[src/rtl/carpark_pkg.sv]
// Shared types and default constants for the car-park occupancy and gate controller.
package carpark_pkg;

  typedef enum logic [1:0] {
    G_IDLE  = 2'b00,
    G_OPEN  = 2'b01,
    G_CLOSE = 2'b10
  } gate_state_t;

  localparam int DEF_CAPACITY   = 15;
  localparam int DEF_CNT_W      = 4;
  localparam int DEF_GATE_TICKS = 8;

  // Bits needed to hold values 0..n-1, never less than one.
  function automatic int width_for(input int n);
    int w;
    w = $clog2(n);
    if (w < 1) begin
      w = 1;
    end else begin
      w = w;
    end
    return w;
  endfunction

endpackage

[src/rtl/occ_counter.sv]
// Saturating occupancy counter with full/empty decode.
// CARPARK_ERR_EN adds a sticky over/underflow flag; otherwise err is tied low.
module occ_counter
  import carpark_pkg::*;
#(
  parameter int CAPACITY = DEF_CAPACITY,
  parameter int CNT_W    = DEF_CNT_W
) (
  input  logic             clk,
  input  logic             reset,
  input  logic             inc,
  input  logic             dec,
  output logic [CNT_W-1:0] count,
  output logic             full,
  output logic             empty,
  output logic             err
);

  localparam logic [CNT_W-1:0] CAP_C  = CNT_W'(CAPACITY);
  localparam logic [CNT_W-1:0] ZERO_C = {CNT_W{1'b0}};
  localparam logic [CNT_W-1:0] ONE_C  = CNT_W'(1);

  logic [CNT_W-1:0] count_r;
  logic [CNT_W-1:0] count_nxt_s;

  // Next count: simultaneous inc/dec cancel, both ends hold.
  always_comb begin
    count_nxt_s = count_r;
    case ({inc, dec})
      2'b10: begin
        if (count_r == CAP_C) begin
          count_nxt_s = count_r;
        end else begin
          count_nxt_s = count_r + ONE_C;
        end
      end
      2'b01: begin
        if (count_r == ZERO_C) begin
          count_nxt_s = count_r;
        end else begin
          count_nxt_s = count_r - ONE_C;
        end
      end
      default: count_nxt_s = count_r;
    endcase
  end

  // Occupancy register.
  always_ff @(posedge clk or negedge reset) begin
    if (!reset) begin
      count_r <= ZERO_C;
    end else begin
      count_r <= count_nxt_s;
    end
  end

  assign count = count_r;
  assign full  = (count_r == CAP_C);
  assign empty = (count_r == ZERO_C);

`ifdef CARPARK_ERR_EN
  logic err_r;
  logic sat_s;

  assign sat_s = (inc && !dec && (count_r == CAP_C)) ||
                 (dec && !inc && (count_r == ZERO_C));

  // Sticky saturation flag, cleared only by reset.
  always_ff @(posedge clk or negedge reset) begin
    if (!reset) begin
      err_r <= 1'b0;
    end else begin
      err_r <= err_r | sat_s;
    end
  end

  assign err = err_r;
`else
  assign err = 1'b0;
`endif

endmodule

[src/rtl/carpark_gate_ctrl.sv]
// Car-park occupancy and entry-barrier controller: gate FSM, open timer and reject divider.
// Optional sticky err flag via CARPARK_ERR_EN (implemented in occ_counter).
module carpark_gate_ctrl
  import carpark_pkg::*;
#(
  parameter int CAPACITY   = DEF_CAPACITY,
  parameter int CNT_W      = DEF_CNT_W,
  parameter int GATE_TICKS = DEF_GATE_TICKS
) (
  input  logic             clk,
  input  logic             reset,
  input  logic             entered,
  input  logic             exited,
  input  logic             entry_req,
  output logic [CNT_W-1:0] count,
  output logic             full,
  output logic             empty,
  output logic             gate_open,
  output logic             reject,
  output logic             timeout,
  output logic             err
);

  localparam int                TMR_W    = width_for(GATE_TICKS);
  localparam logic [TMR_W-1:0]  TMR_LAST = TMR_W'(GATE_TICKS - 1);

  gate_state_t      state_r, state_nxt_s;
  logic [TMR_W-1:0] timer_r, timer_nxt_s;
  logic [1:0]       rej_div_r, rej_div_nxt_s;
  logic             rej_act_r, rej_act_nxt_s;
  logic             gate_open_r, reject_r, timeout_r;
  logic             reject_nxt_s, timeout_nxt_s;
  logic             full_s, empty_s;

  occ_counter #(
    .CAPACITY (CAPACITY),
    .CNT_W    (CNT_W)
  ) u_occ (
    .clk   (clk),
    .reset (reset),
    .inc   (entered),
    .dec   (exited),
    .count (count),
    .full  (full_s),
    .empty (empty_s),
    .err   (err)
  );

  // Gate next-state, timer and reject divider; full check uses the registered count.
  always_comb begin
    state_nxt_s   = state_r;
    timer_nxt_s   = timer_r;
    rej_div_nxt_s = 2'd0;
    rej_act_nxt_s = 1'b0;
    reject_nxt_s  = 1'b0;
    timeout_nxt_s = 1'b0;
    case (state_r)
      G_IDLE: begin
        timer_nxt_s = {TMR_W{1'b0}};
        if (entry_req && !full_s) begin
          state_nxt_s = G_OPEN;
        end else if (entry_req && full_s) begin
          rej_act_nxt_s = 1'b1;
          if (!rej_act_r) begin
            reject_nxt_s  = 1'b1;
            rej_div_nxt_s = 2'd1;
          end else begin
            reject_nxt_s  = (rej_div_r == 2'd0);
            rej_div_nxt_s = rej_div_r + 2'd1;
          end
        end else begin
          state_nxt_s = G_IDLE;
        end
      end
      G_OPEN: begin
        timer_nxt_s = timer_r + TMR_W'(1);
        if (entered) begin
          state_nxt_s = G_CLOSE;
        end else if (timer_r == TMR_LAST) begin
          timeout_nxt_s = 1'b1;
          state_nxt_s   = G_CLOSE;
        end else begin
          state_nxt_s = G_OPEN;
        end
      end
      G_CLOSE: state_nxt_s = G_IDLE;
      default: state_nxt_s = G_IDLE;
    endcase
  end

  // State, timer, divider and registered outputs.
  always_ff @(posedge clk or negedge reset) begin
    if (!reset) begin
      state_r     <= G_IDLE;
      timer_r     <= {TMR_W{1'b0}};
      rej_div_r   <= 2'd0;
      rej_act_r   <= 1'b0;
      gate_open_r <= 1'b0;
      reject_r    <= 1'b0;
      timeout_r   <= 1'b0;
    end else begin
      state_r     <= state_nxt_s;
      timer_r     <= timer_nxt_s;
      rej_div_r   <= rej_div_nxt_s;
      rej_act_r   <= rej_act_nxt_s;
      gate_open_r <= (state_nxt_s == G_OPEN);
      reject_r    <= reject_nxt_s;
      timeout_r   <= timeout_nxt_s;
    end
  end

  assign full      = full_s;
  assign empty     = empty_s;
  assign gate_open = gate_open_r;
  assign reject    = reject_r;
  assign timeout   = timeout_r;

endmodule
[config.mk]
export PLATFORM = sky130hd
export DESIGN_NAME = carpark_gate_ctrl
export DESIGN_NICKNAME = d
export VERILOG_FILES = /design/src/rtl/carpark_pkg.sv /design/src/rtl/occ_counter.sv /design/src/rtl/carpark_gate_ctrl.sv
export SDC_FILE = /design/constraint.sdc
export NUM_CORES = 1
export LEC_CHECK = 0
export CAP_MARGIN = 20
export CORE_MARGIN = 5
export CORE_UTILIZATION = 48
export DETAILED_ROUTE_END_ITERATION = 10
export MAX_ROUTING_LAYER = met4
export PLACE_DENSITY_LB_ADDON = 0.08
export SKIP_CTS_REPAIR_TIMING = 1
export SYNTH_ARGS = -nofsm -noshare
export SYNTH_HDL_FRONTEND = slang
export SYNTH_SLANG_ARGS = --single-unit
export TNS_END_PERCENT = 5
[constraint.sdc]
create_clock -name clk -period 1.7 [get_ports clk]
set_input_delay 0.34 -clock clk [delete_from_list [all_inputs] [get_ports clk]]
set_output_delay 0.34 -clock clk [all_outputs]
set_load 0.005 [all_outputs]
==> flow_summary.ini, run 1 <==
[timing]
finalCriticalPeriod_ps = 1768
final_hold_viol_count = 0
skew_ps = 9.261
finalSetupViolCount = 1
fin_setup_tns_ps = -67.67
setup_ws_ps = -67.67
drv_slew = 0
rsz0062_at_grt = true
whs_ps = 345.5
period_share = 1.040
fmax_mhz = 565.7

[power]
p_leak_nw = 0.5469
powerDensity_mw_per_mm2 = 1414
ir_worst_vdd_v = 0.0007497

[finish]
antenna-diode-count = 0
nets = 98
multiInputGateArea_um2 = 345.3
final_cell_area_um2 = 996.0
drive_gt1_frac = 0.2674
area_delta_synth_final_pct = 34.01
nFillCells = 119
fin_cells = 102
regArea_um2 = 380.4

[route]
drt-total-wl_mm = 1.367
ant_nets = 0
drt_iter0_markers = 1
viasPerCell = 5.020
remaining_drc_errors = 0
wl_per_cell_um = 13.40
drtPass1Iterations = 2
vias = 512

[cts]
root_buffer = clkbuf_4
clock_path_buffers = 2
htree_levels = 1
path_clk_slew_ps = 90
cts_buffers = 3
cts_tree = done
clock_sinks = 15
insertion_delay_ps = 290

[worst_setup_path]
cp-start-kind = primary input
end_kind = flip-flop
crit_type = in -> reg
cp_max_fo = 3
cp.arrival_ps = 1980
cp.required_ps = 1920

[global_routing]
grt.overflow.total = 0
grt_max_degree = 16
grt_pass1_wl_mm = 2.435
grt_usage = 0.1367
grt_antenna_before_repair = 0
grt_pass1_vias = 550

[die]
die_w_um = 49.35
ios = 15
start_util = 0.4992
die_area_mm2 = 0.002435
rows = 14
die_h_um = 49.35
design.core.area_mm2 = 0.001489

[placement]
dp_cells = 98
placedInstanceArea_um2 = 938.4
dp_hpwl_mm = 1.018
dp_slack_ps = -389.1
gp_congestion = 0.7008
io_buffers = 13

[outcome]
violations = setup timing
status = finished, violations left

[yosys]
seq_area_frac_synth = 0.5051
synth_top_area_share = 0.5051
synth_cell_type_count = 28
syn_area_per_cell_um2 = 11.80
synth_area_leaders = dfrtp_1 51%, ha_1 8.4%, inv_1 3.5%
syn_area_um2 = 743.2
synth_edf_count = 0
synthTopCellsByCount = 15 x dfrtp_1, 7 x inv_1, 5 x a21oi_1, 5 x ha_1, 3 x nor2_1
syn-num-nets = 74
ys_ff_latch = 15
ys_warn_count = 0
async_reset_ff_frac = 1.000
synthFlopType = dfrtp_1
synth_most_common_cell = dfrtp_1
synth_area_leader_cell = dfrtp_1
syn_inst = 63

[run]
drv_cap = 0

[worst_hold_path]
holdCritPathClass = in -> async
## routing by layer
metal / wire (um) / global-route usage / part of all wire / vias to the layer above
li1: - / - / - / 257
met1: 574 / 0.1500 / 0.42 / 237
met2: 679 / 0.2146 / 0.50 / 13
met3: 87 / 0.05199 / 0.064 / 5
met4: 27 / 0.06726 / 0.020 / 0
met5: 0 / - / 0 / -
## per-stage QoR
stage	total power [W]	utilization
after floorplan	0.0009035	-
after global placement	0.001162	0.6303
after detailed placement	0.001181	0.6303
after CTS	0.001392	0.6487
after global routing	0.001525	0.6689
final	0.001408	0.6689
## final timing paths
path	start	to	slack [ps]	depth (start not counted)
max	entered	u_occ.count[3]	-70	8
min	reset	state_r[0]	350	2
max reg2reg	u_occ.count[1]	u_occ.count[3]	150	5
min reg2reg	rej_div_r[0]	rej_div_r[0]	460	1
max in group asynchronous	reset	u_occ.count[0]	1160	2
min in group clk	rej_div_r[0]	rej_div_r[0]	460	1
## power by group
group	internal (W)	leakage [nW]	switching [W]
Combinational	0.000353	0.338	0.000228
Clock	0.0000875	0.0177	0.000117
Sequential	0.000479	0.191	0.000144
## cell type report
type,instances,area share
Multi-Input combinational cell,39,0.3467
Clock buffer,3,0.02261
Tap cell,16,0.02010
Sequential cell,15,0.3819
Inverter,8,0.03266
Timing Repair Buffer,20,0.1910
Clock inverter,1,0.005025
## flip-flops by register name (all words and copies together), names as in the netlist
name         cells
state_r          2
rej_act_r        1
timer_r          3
gate_open        1
reject           1
u_occ.count      4
timeout          1
rej_div_r        2
## cell families after synthesis
group | synth area share
xor gates and xnor gates | 0.03536
adders and majority gates | 0.1111
muxes | 0.04713
AOI/OAI and AO/OA | 0.07407
other | 0.005046
DFF | 0.5051
buffers and inverters | 0.05389
and+or+nand+nor | 0.1684
## worst max-delay path, cell delays in order
cell and delay (ps):
clkdlybuf4s50_1 480, nand2b_4 140, inv_4 40, ha_1 260, a21o_1 190, a21oi_2 140
mux2i_1 220, xor2_1 150
## cells in the final DEF (no fill, tap or decap), types with 2 or more instances in the layout
cell type / synthesis / routed
nand2_1: 2 / 2
dfrtp_1: 15 / 11
clkdlybuf4s50_1: 0 / 10
dlymetal6s2s_1: 0 / 3
nor2_1: 3 / 3
xnor2_1: 2 / 2
dfrtp_2: 0 / 4
a22o_1: 2 / 2
a21oi_1: 5 / 4
clkbuf_4: 0 / 3
ha_1: 5 / 5
inv_1: 7 / 7
buf_4: 1 / 7
mux2i_1: 2 / 2
No activity file was read; power rests on OpenSTA's default activity.
==> inputs of run 2 (changes only) <==
- ABC_CLOCK_PERIOD_IN_PS: not set -> 1700
- CORE_MARGIN: 5 -> 2
==> run 2 against run 1 <==
The flow now finishes without violations. Global-route usage grew 3.2 points. Cell count is 0.98% lower. Register-to-register slack gained 30 ps. Critical path depth shrank 6. Wire length decreased by 3.7%. Highest routed layer unchanged.
==> flow_summary.ini, run 2 (same netlist as run 1, synthesis figures left out) <==
[timing]
finalSetupViolCount = 0
final_hold_viol_count = 0
drv_slew = 0
rsz0062_at_grt = false
finalCriticalPeriod_ps = 1607
fmax_mhz = 622.3
period_share = 0.9452
skew_ps = 5.891

[route]
remaining_drc_errors = 0
drtPass1Iterations = 4
drt-total-wl_mm = 1.317
vias = 514
viasPerCell = 5.089
wl_per_cell_um = 13.04
drt_iter0_markers = 5
ant_nets = 0

[cts]
cts_buffers = 3
path_clk_slew_ps = 90
root_buffer = clkbuf_4
htree_levels = 1
clock_path_buffers = 2
clock_sinks = 15
insertion_delay_ps = 280
cts_tree = done

[outcome]
status = finished clean

[global_routing]
grt_usage = 0.1688
grt.overflow.total = 0
grt_pass1_wl_mm = 2.201
grt_antenna_before_repair = 0
grt_max_degree = 16
grt_pass1_vias = 533

[finish]
final_cell_mix = 12 x dfrtp_1, 9 x clkdlybuf4s50_1, 7 x inv_1
largest_register_ff_count = 4
fin_cells = 101
antenna-diode-count = 0
regArea_um2 = 379.1
layout_commonest_cell = dfrtp_1
final_cell_area_um2 = 979.7
area_delta_synth_final_pct = 31.82
multiInputGateArea_um2 = 336.6
nets = 97
drive_gt1_frac = 0.2353
nFillCells = 125

[power]
p_leak_nw = 0.5480
ir_worst_vdd_v = 0.0007650
powerDensity_mw_per_mm2 = 1402

[worst_setup_path]
crit_type = reg -> out
cp.required_ps = 1360
cp.arrival_ps = 1270
cp-start-kind = flip-flop
r2r_start = u_occ.count[1]
r2r_slack_ps = 180
rr_worst_depth = 5
end_kind = primary output
cp_max_fo = 5
worstReg2RegEnd = u_occ.count[3]

[die]
die_w_um = 43.35
die_area_mm2 = 0.001879
start_util = 0.5051
design.core.area_mm2 = 0.001471
rows = 14
ios = 15
die_h_um = 43.35

[placement]
placedInstanceArea_um2 = 930.9
io_buffers = 13
gp_congestion = 0.7024
dp_hpwl_um = 983.3
dp_cells = 97

[run]
drv_cap = 0

[worst_hold_path]
holdCritPathClass = in -> async
[run 2: cell count changes in the layout (fill, tap and decap cells not counted), sizes merged]
cell	change
clkdlybuf4s50	-1
clkinv	-1
clkbuf	+1
dlymetal6s2s	+1
buf	-1
[run 2: metrics by stage]
step,setup slack [ps],hold WS [ps],utilization,total power (W),setup TNS [ps]
final,93.15,372.6,0.6658,0.001373,0
after global placement,-362.0,432.0,0.6327,0.001152,-741.4
after CTS,-261.8,369.5,0.6505,0.001379,-496.0
after global routing,24.33,366.9,0.6658,0.001486,0
after floorplan,125.8,44.41,-,0.0009035,0
after detailed placement,-397.0,443.9,0.6327,0.001172,-789.2
[run 2: area by class of cell]
class                      instances  area share
clock buffer                       4     0.02682
inverter                           8     0.03321
multi-input combinational         39      0.3436
tap                               16     0.02043
timing repair buffer              19      0.1890
sequential                        15      0.3870
[run 2: how the worst max path moves through the flow]
stage	end	start	cells past startpoint	slack [ps]
after floorplan	u_occ.count[3]	entered	7	130
after global placement	u_occ.count[3]	entered	8	-360
after detailed placement	u_occ.count[3]	entered	8	-400
after CTS	empty	u_occ.count[1]	2	-260
after global routing	empty	u_occ.count[1]	2	20
final	empty	u_occ.count[1]	2	90
[run 2: where the power goes]
part	internal [W]	leakage [nW]	switching (W)
registers	0.000477	0.192	0.000130
logic	0.000344	0.341	0.000224
clock network	0.0000909	0.0150	0.000107
[run 2: routing by layer]
layer,share of wire,vias up,routed length [um],GRT usage
met1,0.45,246,587,0.2011
met4,0.011,0,14,0.09091
met2,0.50,13,660,0.2657
li1,-,253,-,-
met3,0.041,2,54,0.03750
met5,0,-,0,-
[run 2: critical path: stages, from the launching register on]
cell	delay (ps)
dfrtp_2	460
nor4_2	350
dlymetal6s2s_1	190
==> inputs of run 3 (changes only) <==
- MAX_ROUTING_LAYER: met4 -> not set
==> run 3 against run 2 <==
Clock power is essentially flat. Sequential power is essentially flat. Critical path depth is the same. Wire length shrank 0.61%. Largest power group unchanged. Largest cell class unchanged. Flip-flop and latch count is the same.
==> flow_summary.ini, run 3 (same netlist as run 1, synthesis figures left out) <==
[outcome]
status = finished clean

[global_routing]
grt_use_met1 = 0.2011
grtUsageMet3 = 0.03750
busiest_layer = met2
gr-usage-met2 = 0.2657
grt_usage = 0.1636
grt_pass1_vias = 532
grt_antenna_before_repair = 0
grt.overflow.total = 0
grt_pass1_wl_mm = 2.201
grt_max_degree = 16

[finish]
final_cell_mix = 12 x dfrtp_1, 9 x clkdlybuf4s50_1, 7 x inv_1
regArea_um2 = 379.1
largest_register_ff_count = 4
antenna-diode-count = 0
fin_cells = 101
drive_gt1_frac = 0.2353
nFillCells = 125
layout_commonest_cell = dfrtp_1
area_delta_synth_final_pct = 31.82
nets = 97
multiInputGateArea_um2 = 336.6

[power]
p_leak_nw = 0.5480
ir_worst_vdd_v = 0.0007641
powerDensity_mw_per_mm2 = 1404

[timing]
finalCriticalPeriod_ps = 1597
setup_ws_ps = 103.1
whs_ps = 370.4
fin_setup_tns_ps = 0
fmax_mhz = 626.2
period_share = 0.9393
drv_slew = 0
skew_ps = 7.543
final_hold_viol_count = 0
finalSetupViolCount = 0
rsz0062_at_grt = false

[worst_setup_path]
cp_max_fo = 5
end_kind = primary output
crit_type = reg -> out
cp.required_ps = 1360
cp-start-kind = flip-flop
cp.arrival_ps = 1260

[route]
wl_per_cell_um = 12.96
remaining_drc_errors = 0
ant_nets = 0
drt-total-wl_mm = 1.309
vias = 516
drt_iter0_markers = 8
viasPerCell = 5.109
drtPass1Iterations = 4

[die]
die_w_um = 43.35
die_h_um = 43.35
ios = 15
design.core.area_mm2 = 0.001471
die_area_mm2 = 0.001879
rows = 14
start_util = 0.5051

[cts]
path_clk_slew_ps = 90
cts_buffers = 3
htree_levels = 1
clock_sinks = 15
insertion_delay_ps = 280
clock_path_buffers = 2
root_buffer = clkbuf_4
cts_tree = done

[worst_hold_path]
holdCritPathClass = in -> async

[placement]
dp_hpwl_um = 983.3
dp_slack_ps = -397.0
gp_congestion = 0.6949
io_buffers = 13
dp_cells = 97

[run]
drv_cap = 0
## run 3: cell counts in the layout (fill, tap and decap cells not counted)
No cell type changed its count.
## run 3: report_power, final
group	total, W	internal, W	switching, W
Clock	0.000199	0.0000909	0.000109
Combinational	0.000568	0.000344	0.000224
Sequential	0.000608	0.000477	0.000131
## run 3: worst max-delay path, cell delays in order (launching register included)
cell            delay, ps
dfrtp_2               460
nor4_2                340
dlymetal6s2s_1        190
## run 3: per-stage QoR
stage | cell area (um2) | power [W] | util
floorplan | 743.2 | 0.0009035 | -
global placement | 930.9 | 0.001152 | 0.6327
detailed placement | 930.9 | 0.001172 | 0.6327
CTS | 957.2 | 0.001379 | 0.6505
global route | 979.7 | 0.001487 | 0.6658
finish | 979.7 | 0.001375 | 0.6658
## run 3: path summary, 6_finish.rpt
check	slack (ps)	start	cells after the start	to
max reg2reg	180	u_occ.count[1]	5	u_occ.count[3]
max	100	u_occ.count[1]	2	empty
min in group clk	410	entered	3	timeout
max in group asynchronous	1130	reset	2	u_occ.count[1]
min reg2reg	450	rej_div_r[0]	1	rej_div_r[0]
min	370	reset	2	reject
## run 3: final cells by class
class,count,area share
clock buffer,4,0.02682
inverter,8,0.03321
multi-input combinational,39,0.3436
sequential,15,0.3870
tap,16,0.02043
timing repair buffer,19,0.1890
## run 3: routing by layer
| layer | share of wire | wire length, um | up-vias |
|---|---|---|---|
| met5 | 0 | 0 | - |
| met4 | 0.011 | 14 | 0 |
| met3 | 0.052 | 68 | 2 |
| met2 | 0.50 | 658 | 17 |
| met1 | 0.43 | 568 | 246 |
| li1 | - | - | 251 |
==> RTL edit, RTL diff (flow settings as in run 2) <==
The 3 states of `gate_state_t` get a one-hot encoding in 3 bits.
--- a/src/rtl/carpark_pkg.sv
+++ b/src/rtl/carpark_pkg.sv
@@ -3,6 +3,6 @@
 
-  typedef enum logic [1:0] {
-    G_IDLE  = 2'b00,
-    G_OPEN  = 2'b01,
-    G_CLOSE = 2'b10
+  typedef enum logic [2:0] {
+    G_IDLE  = 3'b001,
+    G_OPEN  = 3'b010,
+    G_CLOSE = 3'b100
   } gate_state_t;
Function: no difference found for any inputs over 10 cycles, from zero or initial values and one cycle with reset low; not proved beyond that.
==> RTL edit against run 2 <==
The run now ends with setup timing left. Total power is 11% higher. Wire length is 13% higher. First-iteration DRC count grew to 2.8 times the old value. Fmax shrank 10%. Synthesized cell count rose by 9.5%. Area after synthesis grew 7.9%. Worst setup slack worse by 0.18 ns. Final area rose by 7.4%. Sequential cell count is 1 higher. Global-route usage is 1.2 points higher. Critical path type is now input pin to register.
==> RTL edit: results <==
{
  "critPathCaptureType": "register",
  "async_reset_ff_frac": 1.000,
  "reg2reg_to": "u_occ.count[3]",
  "power.internal_w": 0.001023,
  "ys_seq_area_frac": 0.5008,
  "cts_buffers": 3,
  "synth_cell_type_count": 30,
  "track_usage": 0.1805,
  "grt_max_degree": 17,
  "ctsLongestPathBuffers": 2,
  "fin_worst_skew_ns": 0.009105,
  "vdd_drop_max_uv": 888.4,
  "grt_remaining_overflow": 0,
  "drt_iter0_markers": 14,
  "fin_ws_ns": -0.08816,
  "hold_path_class": "input pin to asynchronous set/reset pin",
  "gp_congestion": 0.8047,
  "dp_hpwl_mm": 1.129,
  "final_nets": 104,
  "antenna_found_initial": 0,
  "routed_wl_mm": 1.482,
  "post_dp_cell_area_um2": 989.7,
  "post_synth_main_area_contributors": "dfrtp_1, ha_1, a22o_1",
  "rrSetupSlack_ns": 0.14,
  "r2r_start": "u_occ.count[1]",
  "slowest_stage": "clkdlybuf4s50_1",
  "grt_pass1_wl_mm": 2.490,
  "root_buffer": "clkbuf_4",
  "power_frac_comb": 0.416,
  "p_seq_frac": 0.424,
  "grt_pass1_vias": 556,
  "clock_latency_ns": 0.28,
  "outcome": "finished, violations left",
  "swShare": 0.3282,
  "yosys_warnings": 0,
  "cp_max_fo": 2,
  "n_antenna_cell": 0,
  "drt_first_pass_iters": 4,
  "fill_cells": 131,
  "r2r_cells": 5,
  "violations": "setup timing",
  "critical_path.max_stage_delay_ns": 0.48,
  "leakagePower_nw": 0.5643,
  "drive_above_1_share": 0.2609,
  "clk_pin_slew_worst_paths_ns": 0.10,
  "synth_commonest_cells": "dfrtp_1, a22o_1, ha_1, inv_1, nor2_1",
  "num_vias": 575,
  "final.setup.tns_ns": -0.08816,
  "crit_arrival_ns": 2.00,
  "setup_violations": 1,
  "synthesis.nets": 80,
  "worstSetupStartpoint": "entered"
}
## RTL edit: changes by cell type after synthesis, moves of 2 or more
cell / before / now
inv_2: 0 / 3
nand3b_1: 1 / 3
a22o_1: 2 / 5
inv_1: 7 / 5
a21oi_1: 5 / 3
## RTL edit: layout make-up
class | instances | area [um2] | share of cell area
Multi-Input combinational cell | 44 | 370.4 | 0.3520
Tap cell | 16 | 20.02 | 0.01902
Timing Repair Buffer | 20 | 191.4 | 0.1819
Inverter | 8 | 30.03 | 0.02854
Sequential cell | 16 | 404.1 | 0.3841
Clock buffer | 4 | 36.28 | 0.03448
## RTL edit: worst max-delay path: cells and delay by family
kind            cells  cell delay (ns)
compound gates      2             0.36
xor+xnor            1             0.15
fa+ha+maj           1             0.25
buf+inv             2             0.52
mux                 1             0.23
simple gates        1             0.14
## RTL edit: logic make-up (layout without fill, tap and decap cells)
logic type / after synthesis / in the layout / share of synthesized area
flip-flops: 16 / 16 / 0.5008
AND/OR/NAND/NOR: 18 / 18 / 0.1451
buffers and inverters: 9 / 32 / 0.04681
AO/OA/AOI/OAI: 12 / 12 / 0.1092
multiplexers: 4 / 4 / 0.05772
other: 1 / 1 / 0.004676
XOR/XNOR: 3 / 3 / 0.03277
adder cells (fa/ha/maj): 6 / 6 / 0.1030
## RTL edit: layer usage
layer  vias up  wire length (um)  global-route usage
met4         0                 9             0.08824
met2        14               742              0.2754
met5         -                 0                   -
met1       278               665              0.2382
met3         2                65             0.02400
li1        281                 -                   -
## RTL edit: per-stage QoR
step                cells  worst slack (ns)  hold slack [ns]
finish                108          -0.08816           0.3765
global route          108           -0.1884           0.3753
CTS                   107           -0.2411           0.3728
detailed placement    103           -0.4023           0.4493
global placement      103           -0.3561           0.4360
floorplan              69            0.1076          0.04441
